--- config.mk ---
export PLATFORM = sky130hd
export DESIGN_NAME = fifo_uart_tx
export DESIGN_NICKNAME = d
export VERILOG_FILES = /design/src/rtl/uart_pkg.sv /design/src/rtl/uart_baud_cnt.sv /design/src/rtl/fifo_uart_tx.sv
export SDC_FILE = /design/constraint.sdc
export NUM_CORES = 1
export LEC_CHECK = 0
export ABC_AREA = 1
export CAP_MARGIN = 5
export CORE_UTILIZATION = 45
export CTS_BUF_LIST = sky130_fd_sc_hd__clkbuf_16
export CTS_CLUSTER_DIAMETER = 120
export DETAILED_ROUTE_END_ITERATION = 16
export PLACE_DENSITY_LB_ADDON = 0.2
export SKIP_LAST_GASP = 1
export SYNTH_ARGS = -nofsm -noshare
export SYNTH_HDL_FRONTEND = slang
export SYNTH_HIERARCHICAL = 1
export SYNTH_SLANG_ARGS = --single-unit
--- constraint.sdc ---
create_clock -name clk -period 1.8 [get_ports clk]
set_input_delay 0.27 -clock clk [delete_from_list [all_inputs] [get_ports clk]]
set_output_delay 0.27 -clock clk [all_outputs]
set_load 0.01 [all_outputs]
--- src/rtl/uart_pkg.sv ---
// Shared UART definitions: frame FSM states, data width and line levels.
package uart_pkg;

   localparam int unsigned UART_DATA_BITS = 8;

   localparam logic LINE_IDLE  = 1'b1;
   localparam logic LINE_START = 1'b0;
   localparam logic LINE_STOP  = 1'b1;

   typedef enum logic [2:0] {
      IDLE,
      LOAD,
      START,
      DATA,
      STOP
   } uart_state_e;

endpackage : uart_pkg

--- src/rtl/uart_baud_cnt.sv ---
// Bit-period counter: counts 0..BAUD_DIV-1, pulses tick on the last count.
module uart_baud_cnt #(
   parameter int unsigned BAUD_DIV = 10416,
   localparam int unsigned CNT_W = (BAUD_DIV > 1) ? $clog2(BAUD_DIV) : 1
) (
   input  logic             clk,
   input  logic             rst,
   input  logic             clr,
   output logic [CNT_W-1:0] cnt,
   output logic             tick
);

   logic [CNT_W-1:0] cnt_q;
   logic [CNT_W-1:0] cnt_d;

   assign tick = (cnt_q == CNT_W'(BAUD_DIV - 1));
   assign cnt  = cnt_q;

   always_comb begin
      cnt_d = cnt_q + CNT_W'(1);
      if (clr || tick) begin
         cnt_d = '0;
      end
   end

   always_ff @(posedge clk or negedge rst) begin
      if (!rst) begin
         cnt_q <= '0;
      end else begin
         cnt_q <= cnt_d;
      end
   end

endmodule : uart_baud_cnt

--- src/rtl/fifo_uart_tx.sv ---
// FIFO read-side consumer: pops a byte whenever allowed and sends it as an 8N1 frame.
module fifo_uart_tx
   import uart_pkg::*;
#(
   parameter int unsigned BAUD_DIV = 10416,
   localparam int unsigned CNT_W = (BAUD_DIV > 1) ? $clog2(BAUD_DIV) : 1
) (
   input  logic       clk,
   input  logic       rst,
   input  logic       tx_en,
   input  logic       empty,
   input  logic [7:0] pop_data,
   output logic       pop,
   output logic       tx,
   output logic       tx_busy,
   output logic       tx_done
);

   localparam int unsigned IDX_W = $clog2(UART_DATA_BITS);

   uart_state_e         state_q, state_d;
   logic [7:0]          shift_q, shift_d;
   logic [IDX_W-1:0]    bit_idx_q, bit_idx_d;
   logic                tx_q, tx_d;
   logic                done_q, done_d;
   logic                baud_clr;
   logic                baud_tick;
   logic [CNT_W-1:0]    baud_cnt;

   uart_baud_cnt #(
      .BAUD_DIV (BAUD_DIV)
   ) u_baud (
      .clk  (clk),
      .rst  (rst),
      .clr  (baud_clr),
      .cnt  (baud_cnt),
      .tick (baud_tick)
   );

   assign tx      = tx_q;
   assign tx_done = done_q;
   assign tx_busy = (state_q != IDLE) || pop;

   // tx and tx_done are computed one cycle ahead so they leave a flop aligned with the state
   always_comb begin
      state_d   = state_q;
      shift_d   = shift_q;
      bit_idx_d = bit_idx_q;
      baud_clr  = 1'b0;
      pop       = 1'b0;
      done_d    = 1'b0;
      tx_d      = LINE_IDLE;

      unique case (state_q)
         IDLE: begin
            if (tx_en && !empty) begin
               pop     = 1'b1;
               state_d = LOAD;
            end
         end
         LOAD: begin
            shift_d   = pop_data;
            bit_idx_d = '0;
            baud_clr  = 1'b1;
            state_d   = START;
         end
         START: begin
            if (baud_tick) begin
               state_d = DATA;
            end
         end
         DATA: begin
            if (baud_tick) begin
               shift_d = shift_q >> 1;
               if (bit_idx_q == IDX_W'(UART_DATA_BITS - 1)) begin
                  state_d = STOP;
               end else begin
                  bit_idx_d = bit_idx_q + IDX_W'(1);
               end
            end
         end
         STOP: begin
            done_d = (baud_cnt == CNT_W'(BAUD_DIV - 2));
            if (baud_tick) begin
               state_d = IDLE;
            end
         end
         default: begin
            state_d = IDLE;
         end
      endcase

      unique case (state_d)
         START:   tx_d = LINE_START;
         DATA:    tx_d = shift_d[0];
         STOP:    tx_d = LINE_STOP;
         default: tx_d = LINE_IDLE;
      endcase
   end

   always_ff @(posedge clk or negedge rst) begin
      if (!rst) begin
         state_q   <= IDLE;
         shift_q   <= '0;
         bit_idx_q <= '0;
         tx_q      <= LINE_IDLE;
         done_q    <= 1'b0;
      end else begin
         state_q   <= state_d;
         shift_q   <= shift_d;
         bit_idx_q <= bit_idx_d;
         tx_q      <= tx_d;
         done_q    <= done_d;
      end
   end

endmodule : fifo_uart_tx

; Word-level counts from Yosys, hierarchy flattened
; Index checks and enable logic that the tools add are counted.
[op_classes]
magnitude_cmp = 0
add_sub_neg = 2
multipliers = 0
n_mux = 17
n_eq_ne = 11
div_mod_pow = 0
n_shift = 0
n_bitwise = 0
reduce_logical = 9
[ops]
columns = op, n
row1 = == test 14 bit (second input constant), 2
row2 = two-way mux 3 bit, 7
row3 = case mux 8 bit (2 select lines), 1
row4 = case mux 3 bit (5 select lines), 1
row5 = adder 14 x 1 -> 14 bit (second input constant), 1
row6 = two-way mux 14 bit, 1
row7 = == test 3 x 2 -> 1 bit (second input constant), 4
row8 = two-way mux 8 bit, 1
row9 = == test 3 bit (second input constant), 2
row10 = case mux 3 bit (2 select lines), 1
row11 = two-way mux 1 bit, 4
row12 = adder 3 x 1 -> 3 bit (second input constant), 1
row13 = == test 3 x 1 -> 1 bit (second input constant), 1
row14 = zero test 3 bit, 1
row15 = AND reduction 3 bit, 1
row16 = nonzero test 3 bit, 1
row17 = logical OR 1 bit, 2
row18 = != test 2 x 1 -> 1 bit (second input constant), 1
row19 = != test 2 bit (second input constant), 1
row20 = case mux 1 bit (2 select lines), 1
row21 = AND reduction 2 bit, 1
row22 = nonzero test 2 bit, 1
row23 = logical AND 1 bit, 1
row24 = zero test 1 bit, 1
[word_totals]
romBits = 0
inputBits = 12
ramBits = 0
out_inout_bits = 4
elab_cells = 46
ff_bits = 30
latch_bits = 0
n_memories = 0

; Depth between registers and ports, before layout
; Gate-level depths: netlist (run 1).
[logic_depth]
depth_word = 6
ltp_mapped = 11
mapped_depth_nobuf = 11

; Modules after synthesis
; Netlist (run 1), hierarchy kept.
[by_module_without_submodules]
columns = module, seq_area_each_um2, cells_per_inst, area_per_inst_um2, instances
row1 = fifo_uart_tx, 401.6, 111, 837.1, 1
row2 = uart_baud_cnt, 350.3, 110, 805.8, 1

; Worst setup path before layout (run 1)
; OpenSTA, ideal clock, no wires.
[synth_path]
kind = reg2reg
start = register u_baud.cnt_q[0], in the netlist u_baud/cnt[0]
end = register shift_q[6]
required_time_ps = 1676
t_arrival_ps = 1479
stages_incl_launch_ff = 9
setup_slack_ps = 197
synth_period_minus_slack_ps = 1603
setup_time_ps = 124
path_buffers = 0
path_cell_list = dfrtp_1 ha_1 nand3_2 nor3_1 inv_1 a21oi_1 inv_1 nand2_1 nand3_1
[synth_via]
elab_chain_len = 3
[synth_rtl]
columns = item, line
row1 = start: declaration, uart_baud_cnt.sv:13  ; logic [CNT_W-1:0] cnt_q;
row2 = start signal: assignment, uart_baud_cnt.sv:30  ; cnt_q <= cnt_d;
row3 = == test 14 bit, uart_baud_cnt.sv:16  ; assign tick = (cnt_q == CNT_W'(BAUD_DIV - 1));
row4 = net baud_tick, fifo_uart_tx.sv:27  ; logic baud_tick;
row5 = != test 2 x 1 -> 1 bit (no line), --
row6 = AND reduction 2 bit (no line), --
row7 = end signal: assignment, fifo_uart_tx.sv:110  ; shift_q <= shift_d;
row8 = end: declaration, fifo_uart_tx.sv:22  ; logic [7:0] shift_q, shift_d;
; The timed path passes the listed nets, and every way through them passes these cells.
; A chain may end at the register's enable or synchronous reset.

; Worst setup path in the final report (run 1)
[layout_path]
start = register state_q[1]
end = output port pop
[layout_via]
elab_chain_len = 2
[layout_rtl]
columns = item, line
row1 = start: declaration, fifo_uart_tx.sv:21  ; uart_state_e state_q, state_d;
row2 = start signal: assignment, fifo_uart_tx.sv:109  ; state_q <= state_d;
row3 = zero test 3 bit, fifo_uart_tx.sv:54  ; unique case (state_q)
row4 = two-way mux 1 bit, fifo_uart_tx.sv:54
row5 = end: declaration, fifo_uart_tx.sv:13  ; output logic pop,
; No other way between the ends.

==> summary.txt, run 1 <==
Outcome
  – Status: finished clean

Global routing
  – Vias in the first global route: 1401
  – Largest net degree at the start of global routing: 31
  – GR Util All Layers: 20.23%
  – First-pass GRT wire length: 6.078 mm
  – Grt ovf: 0
  – Initial antenna violation count: 0

Floorplan
  – Die Y: around 62 um
  – Initial core utilization: 48.10%
  – Core area: 0.003416 mm2
  – IO Count: 16
  – Die area: 0.003896 mm2
  – Die width: around 62 um
  – Row cnt: 21

Clock network
  – Clock sink total: 30
  – Clock buffer depth: 2
  – Clock slew at reported path FFs: 0.05 ns
  – TritonCTS clock tree: built
  – Total CTS buffers: 5
  – Max H-tree Level: 2
  – Worst-skew pair later-pin latency: between 0.2 and 0.3 ns
  – Hold buffer count at cts: 0
  – Root buf cell: clkbuf_16

Worst setup path
  – Crit path cell chain: inv_1 -> nand2_1 -> nor2_2 -> nand3_2 -> inv_1 -> dlygate4sd2_1
  – Crit-path max FO: 3
  – Slowest-stage cell, CP: dfrtp_1
  – Slowest stage delay, CP: between 0.3 and 0.4 ns
  – Crit path max-delay family: buffers and inverters
  – Worst path arrival time: 1.42 ns
  – CP endpoint kind: output pin
  – Worst path bufs/invs: 3
  – WP data required: 1.53 ns
  – CP Launch Type: register
  – Reg-to-Reg Start: u_baud/cnt[5]
  – Top cell by count, worst path: inv_1
  – Worst Setup SP: state_q[1]
  – CP Class: register to output pin

Yosys
  – Synth Warn #: 6
  – Syn Inst Count: 221
  – Primary FF master, synth: dfrtp_1
  – Count of cell types in the netlist: 20
  – Part of the Yosys area used for sequential elements: between 40% and 50%
  – Flops & latches, synth: 30
  – Avg Inst Size Synth: 7.434 um2
  – Top post-synthesis cells by area: dfrtp_1 (44%), nand2_1 (16%), nand3_1 (8.2%)
  – Mapped Nets: 237
  – Post-synth EDFFs: 0
  – Yosys top cell area share: 44.17%
  – Most common cell in the netlist: nand2_1
  – Asr flop ratio synth: 100.0%
  – Synth top cells by count: nand2_1 (68), nor2_1 (32), dfrtp_1 (29)
  – Cell taking the most area after synthesis: dfrtp_1
  – Synthesized area: 0.001643 mm2

STA
  – Slew @ Worst Pin: between 0.3 and 0.4 ns
  – Setup violations, final: 0
  – Final Worst Setup Slack: roughly 0.11 ns
  – Crit share post-route: a little over nine tenths
  – Slew headroom: approximately three quarters
  – Max Freq: 591.5 MHz
  – Max-slew violation count: 0
  – Worst Hold Slack: slightly below 0.4 ns
  – Final-report hold violation count: 0
  – Sum of negative setup slack: 0 ns
  – Fin crit period: 1.691 ns
  – Clock skew: 0.005443 ns

Cells and area
  – Nets: 274
  – N_diodes: 0
  – Proportion of layout cells with a drive suffix above 1: 15.44%
  – Area Growth Syn to Fin: 28.71%
  – Non-Filler Instances: between 300 and 400
  – Final Util: 61.90%
  – Finished Cell Area: 0.002115 mm2

Routing
  – Drt pass-1 iters: 4
  – Metal3 WL: 170 um
  – Final WL: between 3 and 4 mm
  – Vias: between 1k and 1.5k
  – WL met1: 1.644 mm
  – DR WL met2: 1.424 mm
  – Uppermost layer routed: met4
  – Routed vias/inst: 4.721
  – Violation count after the first detailed-routing iteration: 63
  – Average routed wire per standard cell: roughly 11 um
  – Post-DRT Antenna Nets: 0
  – DR DRC count: 0

Placed design
  – PortBufs: 15
  – Placed insts: 294
  – HPWL Detailed: roughly 2.3 mm
  – Placed cell areas: 0.001936 mm2
  – Final GP Congestion: a little over 0.8
  – Post-placement setup slack: 0.09875 ns

Power and ir drop
  – Peak supply drop: ~510 uV
  – Pwr dens: 718.9 mW/mm2
  – Tot Pwr: about 1.5 mW
  – Lkg Pwr: 1.023 nW

Worst hold path
  – Hold Crit Class: input port to async pin

Flow run
  – Count of max-cap constraint violations: 0
layout make-up:
type | instances | area [um2]
fill | 309 | 1301
multi-input combinational | 161 | 778.2
sequential | 30 | 752.0
timing repair buffer | 33 | 286.5
clock buffer | 5 | 125.1
inverter | 27 | 101.3
tap | 46 | 57.56
clock inverter | 3 | 13.76
final timing paths:
| check | endpoint | slack [ns] | depth (start not counted) |
|---|---|---|---|
| setup / recovery | pop | 0.11 | 6 |
| hold / removal | shift_q[0] | 0.39 | 2 |
| setup reg to reg | tx | 0.28 | 11 |
| hold reg to reg | shift_q[7] | 0.48 | 2 |
| max in group asynchronous | tx | 1.10 | 2 |
| min in group clk | shift_q[7] | 0.48 | 2 |
cell families after synthesis:
kind of cell | count (synthesis) | synth area share, %
adders and majority gates | 4 | 3.047
and+or+nand+nor | 144 | 37.78
buffers and inverters | 30 | 7.844
xor gates and xnor gates | 7 | 3.732
DFF | 30 | 45.77
AOI/OAI and AO/OA | 6 | 1.827
state kept, by name, summed over array words and instances, names as in the netlist:
signal,count
u_baud/cnt,14
shift_q,8
bit_idx_q,3
state_q,3
tx,1
tx_done,1
power by group:
part           internal (mW)  switching, mW  total [mW]
Combinational         0.0271         0.0216      0.0487
Clock                  0.500          0.282       0.782
Sequential             0.685        0.00501       0.690
repair_timing:
action	4_1_cts	5_1_grt
hold endpoints to repair	0	0
endpoints found under the setup margin	2	12
buffers inserted	1	2
pin swaps	0	1
gates resized for setup	2	5
worst register-to-register path: stages, from the launching register on:
cell and delay [ns]:
dfrtp_1 0.34, inv_1 0.06, nor2_1 0.15, nand3_1 0.11, nor3_2 0.21, buf_4 0.21
nand2_1 0.07, nand2_1 0.06, nand2_1 0.05, nand3_1 0.09, nand2_1 0.06, nand2_1 0.05
layout by cell type, fill, tap and decap left out, types with 2 or more instances in the layout:
cell type / Yosys / layout
clkbuf_16: 0 / 5
xor2_1: 4 / 4
nand3_1: 27 / 26
inv_2: 2 / 3
o21ai_1: 3 / 3
nand4_1: 6 / 6
nor3_1: 4 / 3
nor2_1: 32 / 31
xnor2_1: 3 / 3
ha_1: 4 / 4
clkdlybuf4s50_1: 0 / 13
dfrtp_1: 29 / 29
inv_1: 25 / 25
nor2_2: 3 / 4
nand2_2: 2 / 2
clkinv_2: 0 / 2
a21oi_1: 3 / 2
buf_4: 0 / 18
nand3_2: 1 / 2
nand2_1: 68 / 68
per-layer routing:
| metal | GRT usage [%] | vias to the layer above |
|---|---|---|
| li1 | - | 764 |
| met3 | 5.839 | 5 |
| met2 | 29.48 | 31 |
| met1 | 27.42 | 640 |
| met4 | 9.884 | 0 |
| met5 | 0 | - |
No activity file was read; power rests on OpenSTA's default activity.
==> run 2, diff against run 1 <==
GPL_TIMING_DRIVEN = 0   (was unset)
HOLD_SLACK_MARGIN = 0.02   (was unset)
==> run 2 against run 1 <==
  * Hold slack got worse by 0.025 ns
  * Clock-buffer cell count did not move
  * Design area fell by 2.8%
  * Critical path type unchanged
  * Via count fell by 1.7%
  * Critical endpoint unchanged
  * First-iteration DRC count rose by 3.2%
  * Non-clock buffer count fell by 13
  * Fmax rose by 1.7%
  * Flip-flop and latch count did not move
  * Sequential share of layout area rose by 1.1 points
  * Register-to-register slack got worse by 0.14 ns
  * Setup slack improved by 0.028 ns
==> summary.txt, run 2 (synthesis results as in run 1) <==
Outcome
  – Status: finished clean

Global routing
  – Grt ovf: 0
  – GR Util All Layers: 19.77%
  – Vias in the first global route: 1351
  – First-pass GRT wire length: 5.989 mm
  – Initial antenna violation count: 0
  – Largest net degree at the start of global routing: 20

Worst setup path
  – Reg-to-Reg Start: u_baud/cnt[0]
  – Worst path bufs/invs: 3
  – CP Class: register to output pin
  – Critical R2R Capture: bit_idx_q[2]
  – Crit path max-delay family: buffers and inverters
  – Crit-path max FO: 4
  – WP data required: 1.53 ns
  – CP Launch Type: register
  – Top cell by count, worst path: inv_1
  – Slowest stage delay, CP: slightly above 0.4 ns
  – Slowest-stage cell, CP: dfrtp_1
  – R2R depth: 8
  – R2R Setup Slk: about 0.14 ns
  – Worst path arrival time: approximately 1.4 ns
  – CP endpoint kind: output pin
  – Crit path cell chain: inv_1 -> nand2_1 -> nor2_2 -> nand3_1 -> inv_1 -> dlygate4sd2_1

Floorplan
  – Row cnt: 21
  – Die Y: ~62 um
  – Core area: 0.003416 mm2
  – Die area: 0.003896 mm2
  – Initial core utilization: 48.10%
  – IO Count: 16
  – Die width: 62.42 um

Clock network
  – Clock sink total: 30
  – TritonCTS clock tree: built
  – Max H-tree Level: 2
  – Worst-skew pair later-pin latency: 0.27 ns
  – Total CTS buffers: 5
  – Hold buffer count at cts: 0
  – Clock slew at reported path FFs: roughly 0.050 ns
  – Clock buffer depth: 2
  – Root buf cell: clkbuf_16

Cells and area
  – Max FFs per register: 14
  – Filler cell count: roughly 320
  – Proportion of layout cells with a drive suffix above 1: 10.57%
  – Commonest non-fill, non-tap cell in the layout: nand2_1
  – Area Growth Syn to Fin: 25.06%
  – Non-Filler Instances: 292
  – Most frequent cells in the layout: nand2_1 (68), nor2_1 (31), dfrtp_1 (28), nand3_1 (27), inv_1 (25)
  – Nets: 261
  – N_diodes: 0

Routing
  – Vias: 1415
  – DR DRC count: 0
  – Violation count after the first detailed-routing iteration: 65
  – Routed vias/inst: 4.846
  – Drt pass-1 iters: 4
  – Final WL: 3.221 mm
  – Post-DRT Antenna Nets: 0
  – Average routed wire per standard cell: 11.03 um

STA
  – RSZ-0062 raised after global routing: no
  – Final-report hold violation count: 0
  – Crit share post-route: 92.36%
  – Slew @ Worst Pin: 0.5661 ns
  – Slew headroom: 62.14%
  – Worst Hold Slack: ~0.36 ns
  – Sum of negative setup slack: 0 ns
  – Max Freq: around 600 MHz
  – Fin crit period: 1.662 ns
  – Setup violations, final: 0
  – Clock skew: roughly 0.0066 ns
  – Max-slew violation count: 0

Worst hold path
  – Hold Crit Class: input port to async pin

Placed design
  – PortBufs: 15
  – Placed insts: 283
  – HPWL Detailed: 2.323 mm
  – Final GP Congestion: 0.8183

Power and ir drop
  – Pwr dens: about 810 mW/mm2
  – Tot Pwr: 1.658 mW
  – Lkg Pwr: 0.9818 nW
  – Peak supply drop: about 700 uV

Flow run
  – Count of max-cap constraint violations: 0
-- run 2: stage by stage --
step | cell area, um2 | util, % | setup WS, ns
final | 2054 | 60.15 | 0.1376
after global routing | 2054 | 60.15 | 0.007941
after CTS | 2039 | 59.71 | 0.01495
after detailed placement | 1866 | 54.62 | -0.1201
after global placement | 1851 | 54.18 | -0.1157
after floorplan | 1643 | - | 0.1968
-- run 2: layer usage --
metal | up-vias | track usage, % | routed length, um
met5 | - | 0 | 0
met4 | 0 | 7.849 | 54
met3 | 5 | 4.562 | 106
met2 | 31 | 31.25 | 1441
met1 | 635 | 26.15 | 1619
li1 | 744 | - | -
-- run 2: what timing repair did --
action / in CTS / in global routing
buffers inserted: 1 / 0
resized for setup: 4 / 5
cloned: 0 / 0
pin swaps: 0 / 0
endpoints found under the setup margin: 15 / 14
-- run 2: worst max-delay path by stage --
| stage | start | endpoint | slack [ns] | depth (start not counted) |
|---|---|---|---|---|
| floorplan | u_baud/cnt[0] | shift_q[6] | 0.20 | 8 |
| CTS | u_baud/cnt[0] | shift_q[3] | 0.01 | 8 |
| global route | u_baud/cnt[1] | bit_idx_q[1] | 0.008 | 8 |
| finish | state_q[0] | pop | 0.14 | 6 |
| detailed placement | u_baud/cnt[0] | shift_q[3] | -0.12 | 8 |
| global placement | rst | shift_q[4] | -0.12 | 1 |
-- run 2: layout make-up --
class | count | area (um2) | area share [%]
well taps | 46 | 57.56 | 2.801
clock buffers | 5 | 125.1 | 6.090
flip-flops and latches | 30 | 753.2 | 36.66
multi-input cells | 161 | 779.5 | 37.94
plain buffers | 3 | 30.03 | 1.462
repair buffers | 17 | 170.2 | 8.283
clock inverters | 3 | 37.54 | 1.827
inverters | 27 | 101.3 | 4.933
-- run 2: power breakdown --
| part | leakage (nW) | internal, mW | switching (mW) | total, mW |
|---|---|---|---|---|
| combinational | 0.519 | 0.0286 | 0.0217 | 0.0503 |
| clock | 0.0826 | 0.641 | 0.277 | 0.918 |
| sequential | 0.380 | 0.685 | 0.00496 | 0.690 |
